--- src/rtl/uart_rx_if.sv ---
// Byte-stream handshake from the UART receiver to its consumer.
interface uart_rx_if;
   logic [7:0] m_axis_tdata;
   logic       m_axis_tvalid;
   logic       m_axis_tready;

   modport master (output m_axis_tdata, output m_axis_tvalid, input m_axis_tready);
   modport slave  (input m_axis_tdata, input m_axis_tvalid, output m_axis_tready);
endinterface

--- src/rtl/uart_rx.sv ---
// 8N1 UART receiver with a 2-flop synchronizer and an AXI-stream style byte output.
// Define UART_RX_MAJORITY_EN to take each sample as a 2-of-3 vote over the last three rxd_s values.
module uart_rx (
   input  logic        clk,
   input  logic        rst,
   input  logic        rxd,
   input  logic [15:0] prescale,
   uart_rx_if.master   m_axis,
   output logic        busy,
   output logic        overrun_error,
   output logic        frame_error
);

   typedef enum logic [2:0] {IDLE, START, DATA, STOP, BREAK} state_t;

   state_t      state_q, state_d;
   logic        sync1_q, sync2_q;
   logic [15:0] presc_q, presc_d;
   logic [18:0] cnt_q, cnt_d;
   logic [3:0]  bit_cnt_q, bit_cnt_d;
   logic [7:0]  shift_q, shift_d;
   logic [7:0]  tdata_q, tdata_d;
   logic        tvalid_q, tvalid_d;
   logic        busy_q, busy_d;
   logic        overrun_q, overrun_d;
   logic        frame_err_q, frame_err_d;
   logic        rxd_s;
   logic        samp;
   logic [18:0] bit_reload;

   assign rxd_s      = sync2_q;
   assign bit_reload = ({3'b000, presc_q} << 3) - 19'd1;

`ifdef UART_RX_MAJORITY_EN
   logic hist1_q, hist2_q;
   assign samp = (rxd_s & hist1_q) | (rxd_s & hist2_q) | (hist1_q & hist2_q);
`else
   assign samp = rxd_s;
`endif

   always_comb begin
      state_d     = state_q;
      presc_d     = presc_q;
      cnt_d       = cnt_q;
      bit_cnt_d   = bit_cnt_q;
      shift_d     = shift_q;
      tdata_d     = tdata_q;
      tvalid_d    = tvalid_q;
      busy_d      = busy_q;
      overrun_d   = 1'b0;
      frame_err_d = 1'b0;

      if (m_axis.m_axis_tready)
         tvalid_d = 1'b0;

      case (state_q)
         IDLE: begin
            if (prescale != 16'd0 && !rxd_s) begin
               presc_d = prescale;
               cnt_d   = ({3'b000, prescale} << 2) - 19'd1;
               state_d = START;
               busy_d  = 1'b1;
            end
         end
         START: begin
            if (cnt_q == 19'd0) begin
               if (!samp) begin
                  cnt_d     = bit_reload;
                  bit_cnt_d = 4'd8;
                  state_d   = DATA;
               end else begin
                  // Start bit did not hold to mid-bit: treat as line noise.
                  state_d = IDLE;
                  busy_d  = 1'b0;
               end
            end else begin
               cnt_d = cnt_q - 19'd1;
            end
         end
         DATA: begin
            if (cnt_q == 19'd0) begin
               shift_d   = {samp, shift_q[7:1]};
               bit_cnt_d = bit_cnt_q - 4'd1;
               cnt_d     = bit_reload;
               if (bit_cnt_q == 4'd1)
                  state_d = STOP;
            end else begin
               cnt_d = cnt_q - 19'd1;
            end
         end
         STOP: begin
            if (cnt_q == 19'd0) begin
               if (samp) begin
                  // A pending unaccepted byte is overwritten; ready this cycle counts as accepted.
                  tdata_d   = shift_q;
                  tvalid_d  = 1'b1;
                  overrun_d = tvalid_q && !m_axis.m_axis_tready;
                  state_d   = IDLE;
                  busy_d    = 1'b0;
               end else begin
                  frame_err_d = 1'b1;
                  state_d     = BREAK;
               end
            end else begin
               cnt_d = cnt_q - 19'd1;
            end
         end
         BREAK: begin
            if (rxd_s) begin
               state_d = IDLE;
               busy_d  = 1'b0;
            end
         end
         default: begin
            state_d = IDLE;
            busy_d  = 1'b0;
         end
      endcase
   end

   always_ff @(posedge clk) begin
      if (rst) begin
         sync1_q     <= 1'b1;
         sync2_q     <= 1'b1;
         state_q     <= IDLE;
         presc_q     <= 16'd0;
         cnt_q       <= 19'd0;
         bit_cnt_q   <= 4'd0;
         shift_q     <= 8'd0;
         tdata_q     <= 8'd0;
         tvalid_q    <= 1'b0;
         busy_q      <= 1'b0;
         overrun_q   <= 1'b0;
         frame_err_q <= 1'b0;
      end else begin
         sync1_q     <= rxd;
         sync2_q     <= sync1_q;
         state_q     <= state_d;
         presc_q     <= presc_d;
         cnt_q       <= cnt_d;
         bit_cnt_q   <= bit_cnt_d;
         shift_q     <= shift_d;
         tdata_q     <= tdata_d;
         tvalid_q    <= tvalid_d;
         busy_q      <= busy_d;
         overrun_q   <= overrun_d;
         frame_err_q <= frame_err_d;
      end
   end

`ifdef UART_RX_MAJORITY_EN
   always_ff @(posedge clk) begin
      if (rst) begin
         hist1_q <= 1'b1;
         hist2_q <= 1'b1;
      end else begin
         hist1_q <= rxd_s;
         hist2_q <= hist1_q;
      end
   end
`endif

   assign m_axis.m_axis_tdata  = tdata_q;
   assign m_axis.m_axis_tvalid = tvalid_q;
   assign busy                 = busy_q;
   assign overrun_error        = overrun_q;
   assign frame_error          = frame_err_q;

endmodule

--- src/flat_wrapper.sv ---
// flat-port wrapper written by rule: the top's interface ports become plain ports
module uart_rx_flat 
  (clk, rst, rxd, prescale, busy, overrun_error, frame_error, m_axis_m_axis_tdata, m_axis_m_axis_tvalid, m_axis_m_axis_tready);
  uart_rx_if m_axis_i ();
  input  logic clk;
  input  logic rst;
  input  logic rxd;
  input  logic [15:0] prescale;
  output logic busy;
  output logic overrun_error;
  output logic frame_error;
  output wire logic [$bits(m_axis_i.m_axis_tdata)-1:0] m_axis_m_axis_tdata;
  output wire logic [$bits(m_axis_i.m_axis_tvalid)-1:0] m_axis_m_axis_tvalid;
  input wire logic [$bits(m_axis_i.m_axis_tready)-1:0] m_axis_m_axis_tready;
  assign m_axis_m_axis_tdata = m_axis_i.m_axis_tdata;
  assign m_axis_m_axis_tvalid = m_axis_i.m_axis_tvalid;
  assign m_axis_i.m_axis_tready = m_axis_m_axis_tready;
  uart_rx u_core (.clk(clk), .rst(rst), .rxd(rxd), .prescale(prescale), .m_axis(m_axis_i), .busy(busy), .overrun_error(overrun_error), .frame_error(frame_error));
endmodule
--- config.mk ---
export PLATFORM = sky130hd
export DESIGN_NAME = uart_rx_flat
export DESIGN_NICKNAME = d
export VERILOG_FILES = /design/src/rtl/uart_rx_if.sv /design/src/rtl/uart_rx.sv /design/src/flat_wrapper.sv
export SDC_FILE = /design/constraint.sdc
export NUM_CORES = 1
export LEC_CHECK = 0
export BUFFER_PORTS_ARGS = -buffer_cell sky130_fd_sc_hd__buf_4
export CORE_ASPECT_RATIO = 1.2
export CORE_UTILIZATION = 61
export DETAILED_ROUTE_END_ITERATION = 12
export PLACE_DENSITY = 0.83
export SLEW_MARGIN = 30
export SYNTH_ARGS = -nofsm -noshare
export SYNTH_HDL_FRONTEND = slang
export SYNTH_SLANG_ARGS = --single-unit
--- constraint.sdc ---
create_clock -name clk -period 4.2 [get_ports clk]
set_input_delay 0.63 -clock clk [delete_from_list [all_inputs] [get_ports clk]]
set_output_delay 0.63 -clock clk [all_outputs]
set_load 0.05 [all_outputs]
==> qor.csv, run 1 <==
stage;metric;value;unit
synthesis;Post-synth EDFFs;0;
global_routing;antenna violations before repair;0;
final_layout;ANT cells;0;
final_layout;cell area after layout;4184;µm²
timing;Slew Limit Headroom;38.90;%
global_routing;number of global-route vias before repair;3366;
placement;Final Wtd Congestion;0.9219;
synthesis;Top FF cell, synth;dfxtp_1;
worst_hold_path;Hold WC Path Type;reg2reg;
route;Residual DRC;0;
pwr;NetSw;0.0005994;W
route;detailed-route via count;3667;
pwr;Sw Share;35.55;%
route;post-route ant nets;0;
die;core area;6012;µm²
die;Row Count;31;
global_routing;first-pass GRT wire length;16130;µm
global_routing;Remaining Overflow, GRT;0;
worst_setup_path;crit-path max cell delay;0.70;ns
synthesis;post-synthesis sequential area ratio;34.03;%
pwr;Flop pwr share;39.5;%
die;Chip Width;73.72;µm
worst_setup_path;worst-path cell chain;nor4_2 -> nand4_1 -> nor2_8 -> o32ai_1 -> nand2b_1 -> o221ai_1;
timing;Fmax;0.3252;GHz
placement;Placement Cell Area;3989;µm²
placement;PortBufs;31;
pwr;Clock Power Share;31.4;%
synthesis;Post-Synthesis Cells;466;
final_layout;Util after Layout;69.59;%
worst_setup_path;type of origin of the critical path;flip-flop;
global_routing;largest net degree at the start of global routing;67;
die;Initial Util;62.62;%
clocking;CTS tree;built;
final_layout;post-layout net count;511;
pwr;Pleak;1.620;nW
clocking;hold-fix buffers at CTS;0;
clocking;Post CTS Setup Buffer Count;0;
die;IO Count;32;
job;MaxCap Viol Count;0;
clocking;Clock transition at path regs;0.07;ns
die;DIE AREA;6491;µm²
worst_setup_path;CP endpoint kind;flip-flop;
worst_setup_path;CP Max Fanout;16;
clocking;clock insertion delay at the later pin of the skew report;0.35;ns
worst_setup_path;crit path max-delay cell type;nor4_2;
timing;Final Cycle Share;73.21;%
route;DR pass1 iterations;7;
clocking;clk buf depth;2;
synthesis;Avg Synthesized Cell Area;8.079;µm²
synthesis;Yosys cell types;60;
worst_setup_path;arrival time worst endpoint;3.27;ns
global_routing;GRT Overall Usage;32.48;%
final_layout;fraction of layout cells with a size suffix above 1;13.47;%
synthesis;Post-Syn Nets;492;
clocking;clk root buf;clkbuf_8;
worst_setup_path;WP data required;4.39;ns
clocking;H-tree depth;3;
route;Wirelength per Cell;17.25;µm
synthesis;Synth Cell Area;3765;µm²
outcome;outcome;finished clean;
route;total wire length;9868;µm
timing;Worst Tran Pin Value;0.9166;ns
clocking;post_cts resized;0;
die;Die Y;88.06;µm
final_layout;Area Overhead vs Synth;11.13;%
clocking;CTS sink count;64;
timing;Final Max Slew Viols;0;
timing;Layout Skew;0.009121;ns
pwr;Logic pwr share;29.2;%
synthesis;Ys Warns;0;
synthesis;async set or reset register ratio after synthesis;0;%
pwr;Cell Int Power;0.001087;W
timing;final hold viol count;0;
timing;final setup violation count;0;
clocking;CTS Buf Count;9;
synthesis;Yosys reg bits;64;
route;routed vias/inst;6.411;
timing;min cycle time layout;3.075;ns
worst_setup_path;WS Path Type;reg2reg;
final_layout;fin cells;572;
timing;RSZ-0062 raised after global routing;no;
placement;post-placement cell count;556;
pwr;VDD IR-drop max;312.8;µV
pwr;pwr/cell area;403.0;nW/µm²
route;drt initial violations;386;
timing;setup_tns;0;ns
placement;post-DP HPWL;7031;µm
==> registers in the layout (all words and copies together), names as in the netlist, 3 cells and up <==
register and flops:
u_core.cnt_q 19, u_core.presc_q 16, u_core.bit_cnt_q 4, u_core.state_q 3, u_core.shift_q 8, u_core.m_axis.m_axis_tdata 8
==> synthesized netlist by cell type, types with 12 or more instances <==
library cell  instances  share of area [%]
inv_1                21                2.1
nand3_1              14                1.9
nor2_1               59                5.9
dfxtp_1              64                 34
clkbuf_1             15                1.5
o21ai_0              14                1.9
xor2_1               17                4.0
a21oi_1              32                4.3
xnor2_1              14                3.3
nor3_1               18                2.4
o32ai_1              12                2.8
nand2_1              41                4.1
nor4_1               15                2.5
mux2i_1              29                7.7
==> layout make-up <==
class                           count  area [µm²]
Tap cell                           82       102.6
Clock inverter                      7       71.32
Timing Repair Buffer               32       240.2
Clock buffer                        9       123.9
Fill cell                         476        1828
Inverter                           22       82.58
Sequential cell                    64        1281
Multi-Input combinational cell    356        2282
==> power by group through the flow <==
stage / sequential, W / combinational [W] / clock, W
after floorplan: 0.000669 / 0.000376 / 0
after global placement: 0.000677 / 0.000471 / 0
after detailed placement: 0.000678 / 0.000476 / 0
after CTS: 0.000664 / 0.000479 / 0.000532
after global routing: 0.000668 / 0.000536 / 0.000559
final: 0.000665 / 0.000492 / 0.000529
==> critical path: cells and delay by family (launching register included) <==
kind	cells	cell delay (ns)
compound gates	2	0.45
flops	1	0.34
simple gates	4	2.12
==> logic make-up after synthesis <==
family	count (synthesis)	synth area share, %
flops	64	34.03
simple gates	190	25.39
buf+inv	46	5.350
xor+xnor	31	7.212
compound gates	100	18.31
fa+ha+maj	6	1.994
mux	29	7.710
==> metrics by stage <==
stage | total power (W) | hold slack (ns) | worst slack [ns]
2_1_floorplan | 0.001045 | 0.3895 | 1.699
3_3_place_gp | 0.001148 | 0.3966 | 1.004
3_5_place_dp | 0.001154 | 0.4076 | 0.9052
4_1_cts | 0.001675 | 0.4201 | 1.212
5_1_grt | 0.001764 | 0.4395 | 0.8620
6_report | 0.001686 | 0.4153 | 1.125
==> path summary, 6_finish.rpt <==
kind,start,end,slack (ns),depth (start not counted)
max,u_core.cnt_q[4]$_SDFFE_PP0P_,u_core.cnt_q[17]$_SDFFE_PP0P_,1.13,6
min,u_core.sync1_q$_SDFF_PP1_,u_core.rxd_s$_SDFF_PP1_,0.42,1
max reg2reg,u_core.cnt_q[4]$_SDFFE_PP0P_,u_core.cnt_q[17]$_SDFFE_PP0P_,1.13,6
min reg2reg,u_core.sync1_q$_SDFF_PP1_,u_core.rxd_s$_SDFF_PP1_,0.42,1
==> routing by layer <==
layer	track usage [%]	wire, µm	up-vias
li1	-	-	1743
met1	40.79	4015	1705
met2	53.46	4825	188
met3	5.754	783	31
met4	15.73	243	0
met5	0	0	-
==> cells in the final DEF, fill, tap and decap left out, types with 2 or more instances in the layout <==
master      instances
o22ai_1             5
inv_1              21
clkinvlp_4          3
a222oi_1            4
and4_1              2
o32ai_1            12
nand2b_1            6
a31oi_1             5
nand2_1            41
xnor2_1            14
o21ai_0            14
clkinv_2            2
nor4_2              2
or4_1               5
buf_4              32
or3_1               3
nor3_1             18
nand4_1             6
mux2i_1            29
clkbuf_8            9
dfxtp_1            64
ha_1                6
nor2b_1             4
or2_2               5
xor2_1             17
a311oi_1            5
nor4_1             15
nand3_1            14
nor2_1             59
a21oi_1            32
a221oi_1            4
o31ai_1             2
Power figures use the tool's default switching activity.
==> run 2, diff against run 1 <==
--- a/config.mk
+++ b/config.mk
@@ -7,9 +7,9 @@
 export LEC_CHECK = 0
 export BUFFER_PORTS_ARGS = -buffer_cell sky130_fd_sc_hd__buf_4
 export CORE_ASPECT_RATIO = 1.2
-export CORE_UTILIZATION = 61
+export CORE_UTILIZATION = 60
 export DETAILED_ROUTE_END_ITERATION = 12
-export PLACE_DENSITY = 0.83
+export PLACE_DENSITY = 0.82
 export SLEW_MARGIN = 30
 export SYNTH_ARGS = -nofsm -noshare
 export SYNTH_HDL_FRONTEND = slang
==> constraint.sdc (replaced) <==
create_clock -name clk -period 3.2 [get_ports clk]
set_input_delay 0.48 -clock clk [delete_from_list [all_inputs] [get_ports clk]]
set_output_delay 0.48 -clock clk [all_outputs]
set_load 0.05 [all_outputs]
==> qor.csv, run 2 (synthesis gave the netlist of run 1 again) <==
stage;metric;value;unit
outcome;outcome;finished clean;
timing;min cycle time layout;2.826;ns
die;Chip Width;74.31;µm
final_layout;biggest regs;u_core.cnt_q (19), u_core.presc_q (16);
timing;final setup violation count;0;
route;drt initial violations;327;
clocking;Post CTS Setup Buffer Count;0;
pwr;pwr/cell area;523.9;nW/µm²
placement;DP Worst Slack;0.4444;ns
global_routing;GRT Overall Usage;32.20;%
die;Die Y;88.78;µm
clocking;clk root buf;clkbuf_8;
timing;final hold viol count;0;
worst_setup_path;CP Max Fanout;16;
clocking;H-tree depth;3;
worst_hold_path;WHS Endpoint;u_core.sync1_q$_SDFF_PP1_;
worst_setup_path;Worst R2R Path Depth;6;
final_layout;most frequent cells in the layout;64 x dfxtp_1, 59 x nor2_1, 44 x buf_4;
clocking;CTS Buf Count;9;
timing;Fmax;0.3538;GHz
pwr;Pleak;1.684;nW
worst_setup_path;Crit Reg-Reg Endpoint;u_core.m_axis.m_axis_tdata[3]$_SDFFE_PP0P_;
global_routing;antenna violations before repair;0;
global_routing;largest net degree at the start of global routing;67;
route;Wirelength per Cell;17.22;µm
placement;PortBufs;31;
final_layout;ANT cells;0;
clocking;clock insertion delay at the later pin of the skew report;0.35;ns
route;DR pass1 iterations;6;
final_layout;filler cell count;522;
route;total wire length;10060;µm
timing;RSZ-0062 raised after global routing;no;
job;MaxCap Viol Count;0;
clocking;post_cts resized;0;
route;routed vias/inst;6.300;
final_layout;Util after Layout;70.66;%
placement;Final Wtd Congestion;0.9425;
clocking;hold-fix buffers at CTS;0;
worst_setup_path;WS Path Type;reg2reg;
clocking;clk buf depth;2;
global_routing;grt met1 use;41.57;%
timing;setup_tns;0;ns
die;IO Count;32;
final_layout;post-layout net count;523;
final_layout;number of flip-flops in the largest register;19;
global_routing;Remaining Overflow, GRT;0;
final_layout;Biggest register;u_core.cnt_q;
clocking;Clock transition at path regs;0.08;ns
worst_setup_path;reg2reg start;u_core.cnt_q[10]$_SDFFE_PP0P_;
placement;Placement Cell Area;4079;µm²
global_routing;met3 usage;6.036;%
worst_hold_path;Worst Hold Launch;rxd;
global_routing;M2 GR Usage;52.31;%
worst_hold_path;Hold WC Path Type;in2reg;
die;Row Count;31;
worst_setup_path;CP endpoint kind;flip-flop;
timing;Slew Limit Headroom;41.03;%
clocking;CTS tree;built;
pwr;VDD IR-drop max;465.0;µV
worst_setup_path;reg2reg setup slack;0.37;ns
die;core area;6051;µm²
timing;Final Max Slew Viols;0;
worst_setup_path;type of origin of the critical path;flip-flop;
clocking;CTS sink count;64;
placement;post-DP HPWL;7178;µm
final_layout;commonest non-fill, non-tap cell in the layout;dfxtp_1;
route;post-route ant nets;0;
route;detailed-route via count;3679;
global_routing;global routing's busiest layer;met2;
worst_hold_path;Hold Path Stages;2;
timing;Final Cycle Share;88.32;%
timing;Worst Tran Pin Value;0.8765;ns
die;Initial Util;62.22;%
timing;PnR worst setup slack;0.3737;ns
die;DIE AREA;6597;µm²
pwr;post-layout power;0.002240;W
worst_setup_path;WP data required;3.41;ns
global_routing;first-pass GRT wire length;16190;µm
final_layout;Area Overhead vs Synth;13.56;%
route;Residual DRC;0;
final_layout;cell area after layout;4275;µm²
timing;Layout Skew;0.01027;ns
worst_setup_path;arrival time worst endpoint;3.03;ns
global_routing;number of global-route vias before repair;3368;
final_layout;fraction of layout cells with a size suffix above 1;15.54;%
## run 2: worst max-delay path by stage
stage	slack [ns]	start	end	cells after the start
after global routing	0.09	u_core.cnt_q[0]$_SDFFE_PP0P_	u_core.m_axis.m_axis_tdata[3]$_SDFFE_PP0P_	8
after detailed placement	0.44	u_core.cnt_q[10]$_SDFFE_PP0P_	u_core.m_axis.m_axis_tdata[0]$_SDFFE_PP0P_	6
after global placement	0.49	u_core.cnt_q[10]$_SDFFE_PP0P_	u_core.m_axis.m_axis_tdata[2]$_SDFFE_PP0P_	6
final	0.37	u_core.cnt_q[10]$_SDFFE_PP0P_	u_core.m_axis.m_axis_tdata[3]$_SDFFE_PP0P_	6
after floorplan	0.85	prescale[0]	u_core.cnt_q[12]$_SDFFE_PP0P_	8
after CTS	0.37	u_core.cnt_q[10]$_SDFFE_PP0P_	u_core.m_axis.m_axis_tdata[3]$_SDFFE_PP0P_	6
## run 2: final cells by class
cell class                      count  area [µm²]  area share [%]
Inverter                           22       82.58           1.932
Clock buffer                        9       123.9           2.897
Sequential cell                    64        1281           29.97
Timing Repair Buffer               44       330.3           7.726
Tap cell                           82       102.6           2.400
Clock inverter                      7       72.57           1.697
Multi-Input combinational cell    356        2282           53.38
## run 2: power breakdown
part / total [W] / switching (W) / internal (W)
Combinational: 0.000668 / 0.000412 / 0.000256
Sequential: 0.000873 / 0.0000427 / 0.000830
Clock: 0.000699 / 0.000340 / 0.000359
## run 2: critical path, stage by stage, from the launching register on
cell and delay (ns):
dfxtp_1 0.36, or4_4 0.58, or3_1 0.48, nor2_8 0.32
nand3_1 0.52, mux2i_1 0.36, nor2_1 0.06
## run 2: through the flow
step | instances | hold WS [ns]
3_5_place_dp | 568 | 0.4033
5_1_grt | 584 | 0.3234
4_1_cts | 584 | 0.3175
3_3_place_gp | 568 | 0.3974
2_1_floorplan | 466 | 0.3895
6_report | 584 | 0.3172
## run 2: metal layers
metal	routed length, µm	vias to the layer above	share of wire [%]
met1	4309	1743	43
li1	-	1757	-
met3	547	27	5.4
met5	0	-	0
met2	4963	152	49
met4	235	0	2.3
==> run 3, diff against run 2 <==
--- a/config.mk
+++ b/config.mk
@@ -6,10 +6,14 @@
 export NUM_CORES = 1
 export LEC_CHECK = 0
 export BUFFER_PORTS_ARGS = -buffer_cell sky130_fd_sc_hd__buf_4
+export CELL_PAD_IN_SITES_DETAIL_PLACEMENT = 1
+export CELL_PAD_IN_SITES_GLOBAL_PLACEMENT = 1
 export CORE_ASPECT_RATIO = 1.2
-export CORE_UTILIZATION = 60
+export CORE_MARGIN = 5
+export CORE_UTILIZATION = 45
 export DETAILED_ROUTE_END_ITERATION = 12
 export PLACE_DENSITY = 0.82
+export SKIP_CTS_REPAIR_TIMING = 1
 export SLEW_MARGIN = 30
 export SYNTH_ARGS = -nofsm -noshare
 export SYNTH_HDL_FRONTEND = slang
==> qor.csv, run 3 (synthesis gave the netlist of run 1 again) <==
stage;metric;value;unit
pwr;Sw Share;35.53;%
route;DR pass1 iterations;5;
worst_setup_path;CP endpoint kind;flip-flop;
route;drt initial violations;379;
timing;min cycle time layout;2.764;ns
placement;Placement Cell Area;4126;µm²
route;detailed-route via count;3768;
worst_setup_path;type of origin of the critical path;flip-flop;
final_layout;ANT cells;0;
route;total wire length;11770;µm
timing;Final Max Slew Viols;0;
die;DIE AREA;10300;µm²
timing;Fmax;0.3617;GHz
timing;Final Cycle Share;86.39;%
timing;setup_tns;0;ns
final_layout;Area Overhead vs Synth;15.59;%
global_routing;GRT Overall Usage;24.20;%
pwr;pwr/cell area;545.2;nW/µm²
timing;RSZ-0062 raised after global routing;no;
placement;PortBufs;31;
clocking;clk buf depth;2;
global_routing;Remaining Overflow, GRT;0;
die;Row Count;36;
timing;Slew Limit Headroom;44.75;%
clocking;H-tree depth;3;
final_layout;fraction of layout cells with a size suffix above 1;15.71;%
pwr;NetSw;0.0008429;W
die;Initial Util;46.18;%
route;Residual DRC;0;
clocking;CTS sink count;64;
global_routing;first-pass GRT wire length;19520;µm
global_routing;number of global-route vias before repair;3802;
worst_setup_path;CP Max Fanout;17;
clocking;CTS Buf Count;9;
timing;Worst Tran Pin Value;0.8232;ns
route;Wirelength per Cell;19.07;µm
timing;Layout Skew;0.01279;ns
clocking;clk root buf;clkbuf_8;
pwr;VDD IR-drop max;398.1;µV
timing;final hold viol count;0;
job;MaxCap Viol Count;0;
worst_setup_path;arrival time worst endpoint;2.99;ns
die;Chip Width;93.50;µm
final_layout;most frequent cells in the layout;64 x dfxtp_1, 59 x nor2_1, 45 x buf_4;
final_layout;commonest non-fill, non-tap cell in the layout;dfxtp_1;
route;post-route ant nets;0;
placement;Final Wtd Congestion;0.9106;
pwr;Flop pwr share;36.8;%
outcome;outcome;finished clean;
clocking;CTS tree;built;
clocking;Clock transition at path regs;0.08;ns
pwr;Clock Power Share;33.9;%
final_layout;biggest regs;u_core.cnt_q (19), u_core.presc_q (16);
worst_setup_path;WS Path Type;reg2reg;
pwr;Logic pwr share;29.3;%
global_routing;antenna violations before repair;0;
final_layout;post-layout net count;524;
timing;final setup violation count;0;
final_layout;cell area after layout;4352;µm²
clocking;clock insertion delay at the later pin of the skew report;0.36;ns
die;Die Y;110.2;µm
global_routing;largest net degree at the start of global routing;67;
final_layout;number of flip-flops in the largest register;19;
die;core area;8153;µm²
placement;post-DP HPWL;8426;µm
final_layout;Biggest register;u_core.cnt_q;
die;IO Count;32;
pwr;Pleak;1.700;nW
worst_hold_path;Hold WC Path Type;in2reg;
worst_setup_path;WP data required;3.43;ns
route;routed vias/inst;6.107;
pwr;Cell Int Power;0.001530;W
run 3: layer usage:
layer / track usage [%] / routed length (µm) / vias up
li1: - / - / 1774
met1: 31.35 / 5247 / 1840
met2: 39.45 / 5693 / 134
met3: 4.956 / 611 / 20
met4: 9.634 / 216 / 0
met5: 0 / 0 / -
run 3: final cells by class:
cell class,count,area [µm²]
inverters,22,82.58
clock inverters,7,101.3
multi-input cells,356,2282
fillers,1001,3801
well taps,114,142.6
clock buffers,9,123.9
repair buffers,45,337.8
flip-flops and latches,64,1281
run 3: worst max-delay path, cell delays in order (launching register included):
cell	delay [ns]
dfxtp_1	0.36
inv_1	0.11
ha_1	0.15
nor4b_1	0.42
nand4_1	0.37
nor2_8	0.37
o21ai_2	0.31
a222oi_1	0.40
o32ai_1	0.13
run 3: through the flow:
stage          hold slack, ns  std cells  util, %  power (W)  setup slack, ns
6_report               0.3096        617    53.38   0.002373           0.4355
5_1_grt                0.3127        617    53.38   0.002496           0.2243
4_1_cts                0.3008        617    53.38   0.002371           0.4633
3_5_place_dp           0.4004        601    50.61   0.001561           0.5218
3_3_place_gp           0.4007        601    50.61   0.001543           0.6026
2_1_floorplan          0.3895        466        -   0.001372           0.8489
run 3: final timing paths:
check / startpoint / endpoint / slack [ns] / depth (start not counted)
worst max-delay path: u_core.cnt_q[0]$_SDFFE_PP0P_ / u_core.cnt_q[12]$_SDFFE_PP0P_ / 0.44 / 8
worst min-delay path: rxd / u_core.sync1_q$_SDFF_PP1_ / 0.31 / 2
worst max register to register: u_core.cnt_q[0]$_SDFFE_PP0P_ / u_core.cnt_q[12]$_SDFFE_PP0P_ / 0.44 / 8
worst min register to register: u_core.sync1_q$_SDFF_PP1_ / u_core.rxd_s$_SDFF_PP1_ / 0.41 / 1
run 3: power groups by stage:
stage / clock network, W / logic [W] / registers [W]
6_report: 0.000805 / 0.000695 / 0.000873
3_3_place_gp: 0 / 0.000655 / 0.000888
5_1_grt: 0.000863 / 0.000755 / 0.000878
4_1_cts: 0.000819 / 0.000681 / 0.000872
3_5_place_dp: 0 / 0.000671 / 0.000890
2_1_floorplan: 0 / 0.000494 / 0.000878
